File: src/rtl/ldl_slice_arbiter.sv
`timescale 1ns/1ps
// ldl_slice_arbiter
// Time-slice round-robin arbiter. One downstream resource is shared among N
// requesters. A grant lasts until the owner drops req, or until the internal
// slice counter reaches max (>= compare), whichever comes first. At the end
// of a slice, arbitration restarts at the owner's successor, so the old
// owner is searched last. The new grant follows with no idle cycle.
//
// Ports
//   clk        clock, rising edge
//   rst        synchronous, active-high reset
//   req[N]     per-requester request level
//   max[W]     slice limit; a slice lasts at most max+1 cycles (sampled live)
//   gnt[N]     registered one-hot grant, zero when idle
//   gnt_id     registered index of current owner (holds last owner when idle)
//   busy       registered, high while a grant is active
//   slice_cnt  registered cycles elapsed in the current slice
//   last       combinational: final cycle of a slice the owner still wants
module ldl_slice_arbiter #(
    parameter int N     = 4,
    parameter int WIDTH = 8,
    localparam int IDW  = (N > 1) ? $clog2(N) : 1
) (
    input  logic             clk,
    input  logic             rst,
    input  logic [N-1:0]     req,
    input  logic [WIDTH-1:0] max,
    output logic [N-1:0]     gnt,
    output logic [IDW-1:0]   gnt_id,
    output logic             busy,
    output logic [WIDTH-1:0] slice_cnt,
    output logic             last
);

    typedef enum logic {IDLE, GRANT} state_t;

    state_t           state_reg, state_next;
    logic [N-1:0]     gnt_reg, gnt_next;
    logic [IDW-1:0]   gnt_id_reg, gnt_id_next;
    logic [IDW-1:0]   ptr_reg, ptr_next;
    logic [WIDTH-1:0] slice_cnt_reg, slice_cnt_next;

    logic [IDW-1:0]   succ;
    logic             owner_req;
    logic             expired;
    logic             slice_end;

    logic [IDW-1:0]   search_start;
    logic [2*N-1:0]   req_dbl;
    logic [2*N-1:0]   req_shift;
    logic [N-1:0]     req_rot;
    logic             win_found;
    logic [IDW-1:0]   win_off;
    logic [IDW:0]     win_sum;
    logic [IDW-1:0]   win_id;
    logic [N-1:0]     win_onehot;

    // Successor of the current owner, modulo N (N need not be a power of two).
    assign succ = (gnt_id_reg == IDW'(N - 1)) ? '0 : gnt_id_reg + IDW'(1);

    // gnt is one-hot of the owner and all-zero when idle, so this is req[owner]
    // already qualified by busy.
    assign owner_req = |(req & gnt_reg);
    assign expired   = (slice_cnt_reg >= max);
    assign slice_end = !owner_req || expired;

    // Searching from the owner's successor puts the owner itself last, which
    // is exactly the "re-grant only if nobody else wants it" rule.
    assign search_start = (state_reg == GRANT) ? succ : ptr_reg;

    // Rotate req so that bit 0 is the search start; a doubled vector makes the
    // modulo-N wrap a plain shift.
    assign req_dbl   = {req, req};
    assign req_shift = req_dbl >> search_start;
    assign req_rot   = req_shift[N-1:0];

    always_comb begin
        win_found = 1'b0;
        win_off   = '0;
        for (int i = N - 1; i >= 0; i--) begin
            if (req_rot[i]) begin
                win_found = 1'b1;
                win_off   = IDW'(i);
            end
        end
    end

    // Map the rotated offset back to an absolute requester index.
    assign win_sum = {1'b0, search_start} + {1'b0, win_off};
    assign win_id  = (win_sum >= (IDW+1)'(N)) ? IDW'(win_sum - (IDW+1)'(N))
                                              : win_sum[IDW-1:0];

    genvar gi;
    generate
        for (gi = 0; gi < N; gi++) begin : g_onehot
            assign win_onehot[gi] = (win_id == IDW'(gi));
        end
    endgenerate

    always_comb begin
        state_next     = state_reg;
        gnt_next       = gnt_reg;
        gnt_id_next    = gnt_id_reg;
        ptr_next       = ptr_reg;
        slice_cnt_next = slice_cnt_reg;
        case (state_reg)
            IDLE: begin
                gnt_next       = '0;
                slice_cnt_next = '0;
                if (win_found) begin
                    gnt_next    = win_onehot;
                    gnt_id_next = win_id;
                    state_next  = GRANT;
                end
            end
            GRANT: begin
                if (!slice_end) begin
                    // Cannot wrap: expiry ends the slice at max at the latest.
                    slice_cnt_next = slice_cnt_reg + WIDTH'(1);
                end else begin
                    ptr_next       = succ;
                    slice_cnt_next = '0;
                    if (win_found) begin
                        gnt_next    = win_onehot;
                        gnt_id_next = win_id;
                    end else begin
                        gnt_next   = '0;
                        state_next = IDLE;
                    end
                end
            end
            default: begin
                state_next     = IDLE;
                gnt_next       = '0;
                slice_cnt_next = '0;
            end
        endcase
    end

    always_ff @(posedge clk) begin
        if (rst) begin
            state_reg     <= IDLE;
            gnt_reg       <= '0;
            gnt_id_reg    <= '0;
            ptr_reg       <= '0;
            slice_cnt_reg <= '0;
        end else begin
            state_reg     <= state_next;
            gnt_reg       <= gnt_next;
            gnt_id_reg    <= gnt_id_next;
            ptr_reg       <= ptr_next;
            slice_cnt_reg <= slice_cnt_next;
        end
    end

    assign gnt       = gnt_reg;
    assign gnt_id    = gnt_id_reg;
    assign busy      = (state_reg == GRANT);
    assign slice_cnt = slice_cnt_reg;
    assign last      = expired && owner_req;

endmodule

File: config.mk
export PLATFORM = sky130hd
export DESIGN_NAME = ldl_slice_arbiter
export DESIGN_NICKNAME = d
export VERILOG_FILES = /design/src/rtl/ldl_slice_arbiter.sv
export SDC_FILE = /design/constraint.sdc
export NUM_CORES = 1
export LEC_CHECK = 0
export CORE_MARGIN = 8
export CORE_UTILIZATION = 29
export CTS_CLUSTER_SIZE = 10
export DETAILED_ROUTE_END_ITERATION = 16
export GPL_TIMING_DRIVEN = 0
export HOLD_SLACK_MARGIN = 0.12
export PLACE_DENSITY = 0.5
export SYNTH_ARGS = -nofsm -noshare
export SYNTH_HDL_FRONTEND = slang
export SYNTH_SLANG_ARGS = --single-unit
File: constraint.sdc
create_clock -name clk -period 2.5 [get_ports clk]
set_input_delay 0.25 -clock clk [delete_from_list [all_inputs] [get_ports clk]]
set_output_delay 0.25 -clock clk [all_outputs]
set_load 0.05 [all_outputs]
---- Word level (Yosys, flattened, before mapping) ----
Cells that the tools add are included.
word-level totals
  input port bits ......................... 14
  register bits after elaboration ......... 17
  word-level logic and storage cells ...... 47
cells by class
  reductions and logical operators ........ 6
  $add $sub $neg .......................... 4
  shift-type cells ........................ 1
  eq/ne operators ......................... 5
  mux-type cells .......................... 22
  order comparisons ....................... 2
  bitwise gates (word level) .............. 2
operators by type and width
  kind                                                                number
  2-bit 2-to-1 mux                                                    9
  8-bit case mux with 2 select lines                                  1
  8-bit by 1-bit adder with 8-bit output, second input constant       1
  8-bit >= comparator                                                 1
  4-bit 2-to-1 mux                                                    2
  8-bit 2-to-1 mux                                                    1
  4-bit case mux with 2 select lines                                  1
  8-bit by 2-bit right shift with 4-bit output                        1
  2-bit == test, second input constant                                3
  1-bit 2-to-1 mux                                                    6
  4-bit bitwise AND                                                   1
  2-bit case mux with 2 select lines                                  1
  4-bit OR reduction                                                  1
  2-bit by 2-bit adder with 3-bit output                              1
  3-bit >= comparator, second input constant                          1
  2-bit by 1-bit adder with 2-bit output, second input constant       1
  2-bit by 1-bit == test with 1-bit output, second input constant     1
  2-bit logical NOT                                                   1
  2-bit by 1-bit != test with 1-bit output, second input constant     1
  1-bit case mux with 2 select lines                                  1
  2-bit AND reduction                                                 1
  2-bit by 1-bit subtractor with 2-bit output, second input constant  1
  1-bit logical AND                                                   1
  1-bit logical NOT                                                   1
  2 further kinds                                                     2

---- Longest topological paths before layout ----
Gate-level depths: netlist of run 1.
  depth in word-level cells ............... 15
  mapped depth ............................ 11
  mapped depth without buffers ............ 11

---- Worst setup path before layout of run 1 ----
No wires, ideal clock.
  path kind ............................... register to register
  start ................................... reg gnt_id_reg[0] (netlist: gnt_id[0])
  end ..................................... reg gnt_reg[0] (netlist: gnt[0])
  path slack .............................. -283 ps
  stages on the path, launching flop included .. 11
  buffers on the path ..................... 0
  data arrival time ....................... 2,691 ps
  required time ........................... 2,408 ps
  cells stage by stage .................... dfxtp_1 > ha_1 > mux2i_1 > nand2_1 > a21oi_1 > nor2_1 > a21oi_1 > a21oi_1 > ha_1 > or4_1 > o32ai_1
on the way
  word-level cells in the longest chain between the ends .. 15
RTL lines
  item                                                                                       RTL line  RTL
  start, declared                                                                            39        logic [IDW-1:0] gnt_id_reg, gnt_id_next;
  start signal, assigned                                                                     150       gnt_id_reg <= gnt_id_next;
  2-bit by 1-bit adder with 2-bit output / 2-bit == test (equally long branches)             59        assign succ = (gnt_id_reg == IDW'(N - 1)) ? '0 : gnt_id_reg + IDW'(1);
  2-bit 2-to-1 mux (*)                                                                       59
  net succ[1]                                                                                43        logic [IDW-1:0] succ;
  2-bit 2-to-1 mux (*)                                                                       69        assign search_start = (state_reg == GRANT) ? succ : ptr_reg;
  8-bit by 2-bit right shift with 4-bit output                                               74        assign req_shift = req_dbl >> search_start;
  2-bit 2-to-1 mux (4 in series)                                                             81        if (req_rot[i]) begin
  2-bit by 2-bit adder with 3-bit output (*)                                                 89        assign win_sum = {1'b0, search_start} + {1'b0, win_off};
  3-bit >= comparator / 2-bit by 1-bit subtractor with 2-bit output (equally long branches)  90        assign win_id = (win_sum >= (IDW+1)'(N)) ? IDW'(win_sum - (IDW+1)'(N))
  2-bit 2-to-1 mux (*)                                                                       90
  net win_id[0]                                                                              55        logic [IDW-1:0] win_id;
  2-bit logical NOT (*)                                                                      96        assign win_onehot[gi] = (win_id == IDW'(gi));
  4-bit 2-to-1 mux (*)                                                                       110, 123
  4-bit 2-to-1 mux                                                                           117       if (!slice_end) begin
  4-bit case mux with 2 select lines (*)                                                     106       case (state_reg)
  end signal, assigned                                                                       149       gnt_reg <= gnt_next;
  end, declared                                                                              38        logic [N-1:0] gnt_reg, gnt_next;
The timed path passes the listed nets; every way through them passes the cells marked *. The select of a mux whose other input is x is not followed.
A chain may end at the register's enable or synchronous reset.

---- Worst setup path after layout of run 1 ----
Same ends and word-level chain as after synthesis.

==> flow_metrics.tcl, run 1 <==
set metrics [dict create \
    yosysSeqAreaShare 0.2941 \
    clk_path_buf_depth 2 \
    power.density_mw_per_mm2 853.2 \
    io_pins 30 \
    worstSkewPairLatency_ns 0.25 \
    max_freq_mhz 409.9 \
    synth_xor_area_frac 0.07459 \
    cts_buffers 3 \
    num-fill-cells 396 \
    layout_commonest_cell "clkdlybuf4s50_1" \
    ant_nets 0 \
    synthAdderAreaFrac 0.1189 \
    drc 0 \
    num_antenna_cells 0 \
    grt_max_degree 11 \
    p_sw_frac 0.4179 \
    yosysWarningCount 0 \
    synthTopCellsByArea "dfxtp_1, ha_1, nor2_1" \
    final_cell_mix "clkdlybuf4s50_1, nor2_1, inv_1" \
    path_max_fanout 5 \
    core-area_mm2 0.003914 \
    antenna_found_initial 0 \
    worstSetupPathType "flop to flop" \
    seqPwrFrac 0.275 \
    syn_nets 161 \
    cts_hold_buf 0 \
    power_frac_comb 0.581 \
    fin_tns_setup_ns 0 \
    grt_overflow 0 \
    dieArea_mm2 0.006269 \
    synth.distinct_cells 39 \
    track_usage 0.09522 \
    synth_area_per_cell_um2 8.510 \
    synth_compound_area_frac 0.1870 \
    met1_length_um 1381 \
    status "complete, no violations" \
    wl_met2_um 1404 \
    max_slew_margin 0.4979 \
    die_h_um 79.18 \
    setup.worst_path.start_class "flop" \
    netlist_instances 136 \
    drt-total-wl_um 2967 \
    place_ws_ns -0.4792 \
    tritoncts "built" \
    htree_levels 1 \
    portBuffers 27 \
    fin_crit_ns 2.439 \
    synthMuxAreaShare 0.04757 \
    crit_required_ns 2.66 \
    worstSetupEndpointType "flop" \
    hpwl_um 2283 \
    place.gp.congestion 0.8169 \
    yosys.area.top_type "dfxtp_1" \
    synth_edf_count 0 \
    internal_power_w 0.0008208 \
    synth_simple_gate_area_share 0.2151 \
    fin_skew_ns 0.002039 \
    dpl.cell_count 213 \
    start_util 0.2957 \
    synth_top_family_by_area "simple AND/OR/NAND/NOR gates" \
    cts-root-buf "clkbuf_8" \
    netSwitchingPower_w 0.0005894 \
    grt_pass1_wl_um 4816 \
    first_global_vias 1025 \
    p_clk_frac 0.144 \
    dr.pass1.iters 4 \
    clk_pin_slew_worst_paths_ns 0.07 \
    wl_per_cell_um 13.36 \
    syn2layout_area_growth_pct 42.81 \
    fin_cells 222 \
    vias_per_cell 4.820 \
    rows 23 \
    wl_met3_um 154 \
    period_share 0.9758 \
    worst_slew_pin_slew_ns 0.7462 \
    async_flop_share 0 \
    cap_viol_max_count 0 \
    setup_viol 0 \
    clock-sinks 17 \
    drive_gt1_frac 0.1802 \
    yosysTopAreaCellShare 0.2941 \
    top_layer "met4" \
    vias 1070 \
    drtIter0Drc 39 \
    chipWidth_um 79.18 \
    syn_area_mm2 0.001157 \
    hp-class "input pin to flop" \
    synthFlopType "dfxtp_1" \
    drv_slew 0 \
    layout.nets 198 \
    largest_reg_flops 8 \
    peakVddDrop_uv 465.8 \
    synth_seq_cells 17 \
    setup_ws_ns 0.06060 \
    arrival_ns 2.60 \
    hold_viol_final 0 \
    p_leak_nw 0.6434 \
]
==> final cells by class <==
class                      count  area [um^2]  area share
buffer                         4        16.27    0.009841
clock buffer                   3        41.29     0.02498
clock inverter                 1        5.005    0.003028
inverter                      15        56.30     0.03407
multi-input combinational    100        813.3      0.4921
sequential                    17        349.1      0.2112
tap                           50        62.56     0.03785
timing repair buffer          32        309.0      0.1870
==> through the flow <==
step | hold slack (ns) | instance area (um^2) | total power, W | util
after floorplan | 0.4021 | 1176 | 0.0008790 | -
after global placement | 0.4811 | 1509 | 0.001061 | 0.3856
after detailed placement | 0.4859 | 1509 | 0.001066 | 0.3856
after CTS | 0.4658 | 1584 | 0.001330 | 0.4047
after global routing | 0.5366 | 1653 | 0.001508 | 0.4223
final | 0.4816 | 1653 | 0.001410 | 0.4223
==> cell families (layout without fill, tap and decap cells) <==
kind of cell | count (synthesis) | count (layout)
AND/OR/NAND/NOR | 47 | 47
multiplexers | 5 | 5
adder cells (fa/ha/maj) | 11 | 11
flip-flops | 17 | 17
XOR/XNOR | 9 | 9
buffers and inverters | 19 | 55
AO/OA/AOI/OAI | 28 | 28
==> synthesized netlist by cell type, types with 2 or more instances <==
cell and instances:
a21o_1 2, a31oi_1 2, nor2b_1 5, nand2_1 5, clkbuf_1 3, o21ai_0 3
inv_1 15, xor2_1 4, nand3_1 5, a21oi_1 7, nor2_1 18, dfxtp_1 17
xnor2_1 4, mux2i_1 4, o32ai_1 4, ha_1 11, a211oi_1 2, nand2b_1 2
or4_1 3
==> worst max-delay path, cell delays in order, from the launching register on <==
cell and delay, ns:
dfxtp_4 0.37, ha_4 0.29, mux2_4 0.18, nand2_1 0.06, a21oi_2 0.13, nor2_1 0.06, a211oi_2 0.20, a21oi_1 0.07
ha_1 0.32, or4_4 0.55, o32ai_1 0.12
==> final timing paths <==
kind | start | endpoint | slack [ns] | cells after the start
max | gnt_id[0]$_SDFFE_PP0P_ | gnt[0]$_SDFFE_PP0P_ | 0.06 | 10
min | req[0] | busy$_SDFF_PP0_ | 0.48 | 3
max reg2reg | gnt_id[0]$_SDFFE_PP0P_ | gnt[0]$_SDFFE_PP0P_ | 0.06 | 10
min reg2reg | ptr_reg[0]$_SDFFE_PP0P_ | ptr_reg[0]$_SDFFE_PP0P_ | 0.49 | 2
==> metal layers <==
| layer | GRT usage | up-vias |
|---|---|---|
| met2 | 0.1537 | 23 |
| met1 | 0.1163 | 491 |
| met4 | 0.02778 | 0 |
| met3 | 0.03273 | 4 |
| li1 | - | 552 |
| met5 | 0 | - |
==> power by group through the flow <==
stage                     sequential, W  combinational, W  clock (W)
final                          0.000387          0.000820   0.000203
after global routing           0.000396          0.000884   0.000228
after CTS                      0.000388          0.000729   0.000213
after detailed placement       0.000386          0.000680          0
after global placement         0.000386          0.000675          0
after floorplan                0.000513          0.000366          0
==> repair_timing <==
item,CTS,global route
gates resized for setup,10,8
pin swaps,0,3
setup buffers,0,5
endpoints found under the setup margin,6,14
No activity file was read; power rests on OpenSTA's default activity.
==> run 2, diff against run 1 <==
--- a/config.mk
+++ b/config.mk
@@ -11,7 +11,7 @@
 export DETAILED_ROUTE_END_ITERATION = 16
 export GPL_TIMING_DRIVEN = 0
 export HOLD_SLACK_MARGIN = 0.12
-export PLACE_DENSITY = 0.5
+export PLACE_DENSITY = 0.48
 export SYNTH_ARGS = -nofsm -noshare
 export SYNTH_HDL_FRONTEND = slang
 export SYNTH_SLANG_ARGS = --single-unit
==> constraint.sdc (replaced) <==
create_clock -name clk -period 3 [get_ports clk]
set_input_delay 0.3 -clock clk [delete_from_list [all_inputs] [get_ports clk]]
set_output_delay 0.3 -clock clk [all_outputs]
set_load 0.05 [all_outputs]
==> flow_metrics.tcl, run 2 (synthesized netlist as in run 1, its figures left out) <==
set metrics [dict create \
    status "complete, no violations" \
    dr.pass1.iters 4 \
    io_pins 30 \
    fin_skew_ns 0.005349 \
    cp-startpoint "max[6]" \
    drive_gt1_frac 0.06587 \
    drc 0 \
    power.density_mw_per_mm2 671.5 \
    reg2reg_depth 10 \
    fin_cells 217 \
    grt_pass1_wl_um 4871 \
    dpl.cell_count 213 \
    wl_per_cell_um 13.12 \
    max_slew_margin 0.5729 \
    setup_viol 0 \
    post_dp_cell_area_mm2 0.001490 \
    holdPathStages 1 \
    syn2layout_area_growth_pct 32.65 \
    layout_commonest_cell "clkdlybuf4s50_1" \
    first_global_vias 1084 \
    cts_hold_buf 0 \
    start_util 0.2957 \
    max_freq_mhz 360.7 \
    setup_ws_ns 0.2274 \
    arrival_ns 2.47 \
    register_area_um2 340.3 \
    grt_max_degree 11 \
    num-fill-cells 425 \
    die_h_um 79.18 \
    drt-total-wl_um 2846 \
    largest_reg_flops 8 \
    period_share 0.9242 \
    hp-class "flop to flop" \
    path_max_fanout 4 \
    cts-root-buf "clkbuf_8" \
    worstSetupPathType "input pin to primary output" \
    regToRegStartpoint "gnt_id[0]$_SDFFE_PP0P_" \
    worstSkewPairLatency_ns 0.25 \
    place_ws_ns -0.1105 \
    rows 23 \
    worstSetupEndpointType "primary output" \
    portBuffers 27 \
    num_antenna_cells 0 \
    layout.nets 193 \
    cap_viol_max_count 0 \
    peakVddDrop_uv 226.8 \
    ant_nets 0 \
    core-area_mm2 0.003914 \
    worst_slew_pin_slew_ns 0.6349 \
    chipWidth_um 79.18 \
    hp-start "slice_cnt[0]$_SDFF_PP0_" \
    p_leak_nw 0.6068 \
    drtIter0Drc 16 \
    design_area_mm2 0.001535 \
    vias_per_cell 4.816 \
    dieArea_mm2 0.006269 \
    hold_viol_final 0 \
    place.gp.congestion 0.7390 \
    rsz0062_at_grt "no" \
    setup.worst_path.start_class "input pin" \
    htree_levels 1 \
    hpwl_um 2304 \
    track_usage 0.09379 \
    antenna_found_initial 0 \
    crit_required_ns 2.70 \
    tritoncts "built" \
    fin_tns_setup_ns 0 \
    clock-sinks 17 \
    vias 1045 \
    clk_path_buf_depth 2 \
    multi_input_area_um2 745.7 \
    drv_slew 0 \
    cts_buffers 3 \
    grt_overflow 0 \
    final_cell_mix "clkdlybuf4s50_1, nor2_1, dfxtp_1" \
    power.total_w 0.001031 \
    fin_crit_ns 2.773 \
    clk_pin_slew_worst_paths_ns 0.06 \
]
-- run 2: final timing paths --
kind	endpoint	slack [ns]
max	last	0.23
min	slice_cnt[0]$_SDFF_PP0_	0.50
max reg2reg	gnt[0]$_SDFFE_PP0P_	0.28
min reg2reg	slice_cnt[0]$_SDFF_PP0_	0.50
-- run 2: critical path: stages --
cell             delay [ns]
clkdlybuf4s50_1        0.45
inv_1                  0.05
ha_1                   0.29
and3_1                 0.22
or3b_2                 0.47
a31oi_1                0.14
dlygate4sd2_1          0.55
-- run 2: timing repair --
item / CTS / global route
endpoints found under the setup margin: 1 / 0
setup buffers: 0 / 0
resized for setup: 2 / 0
-- run 2: cell type report --
| type | instances | share of cell area |
|---|---|---|
| plain buffers | 4 | 0.01059 |
| well taps | 50 | 0.04075 |
| flip-flops and latches | 17 | 0.2217 |
| multi-input cells | 100 | 0.4857 |
| inverters | 15 | 0.03667 |
| repair buffers | 27 | 0.1752 |
| clock buffers | 4 | 0.02934 |
-- run 2: report_power, final --
part           leakage (nW)  total (W)  internal, W  switching [W]
sequential            0.139   0.000309     0.000270      0.0000382
clock                0.0228   0.000172    0.0000942      0.0000783
combinational         0.445   0.000550     0.000227       0.000323
-- run 2: per-layer routing --
layer | GRT usage | vias up | wire, um
met5 | 0 | - | 0
met4 | 0.03889 | 0 | 22
met3 | 0.02709 | 2 | 156
met2 | 0.1643 | 20 | 1396
met1 | 0.1031 | 484 | 1272
li1 | - | 539 | -
-- run 2: stage by stage --
step                hold slack, ns  utilization
floorplan                   0.4520            -
detailed placement          0.4924       0.3808
global placement            0.4766       0.3808
global route                0.5350       0.3923
finish                      0.4971       0.3923
CTS                         0.5079       0.3923
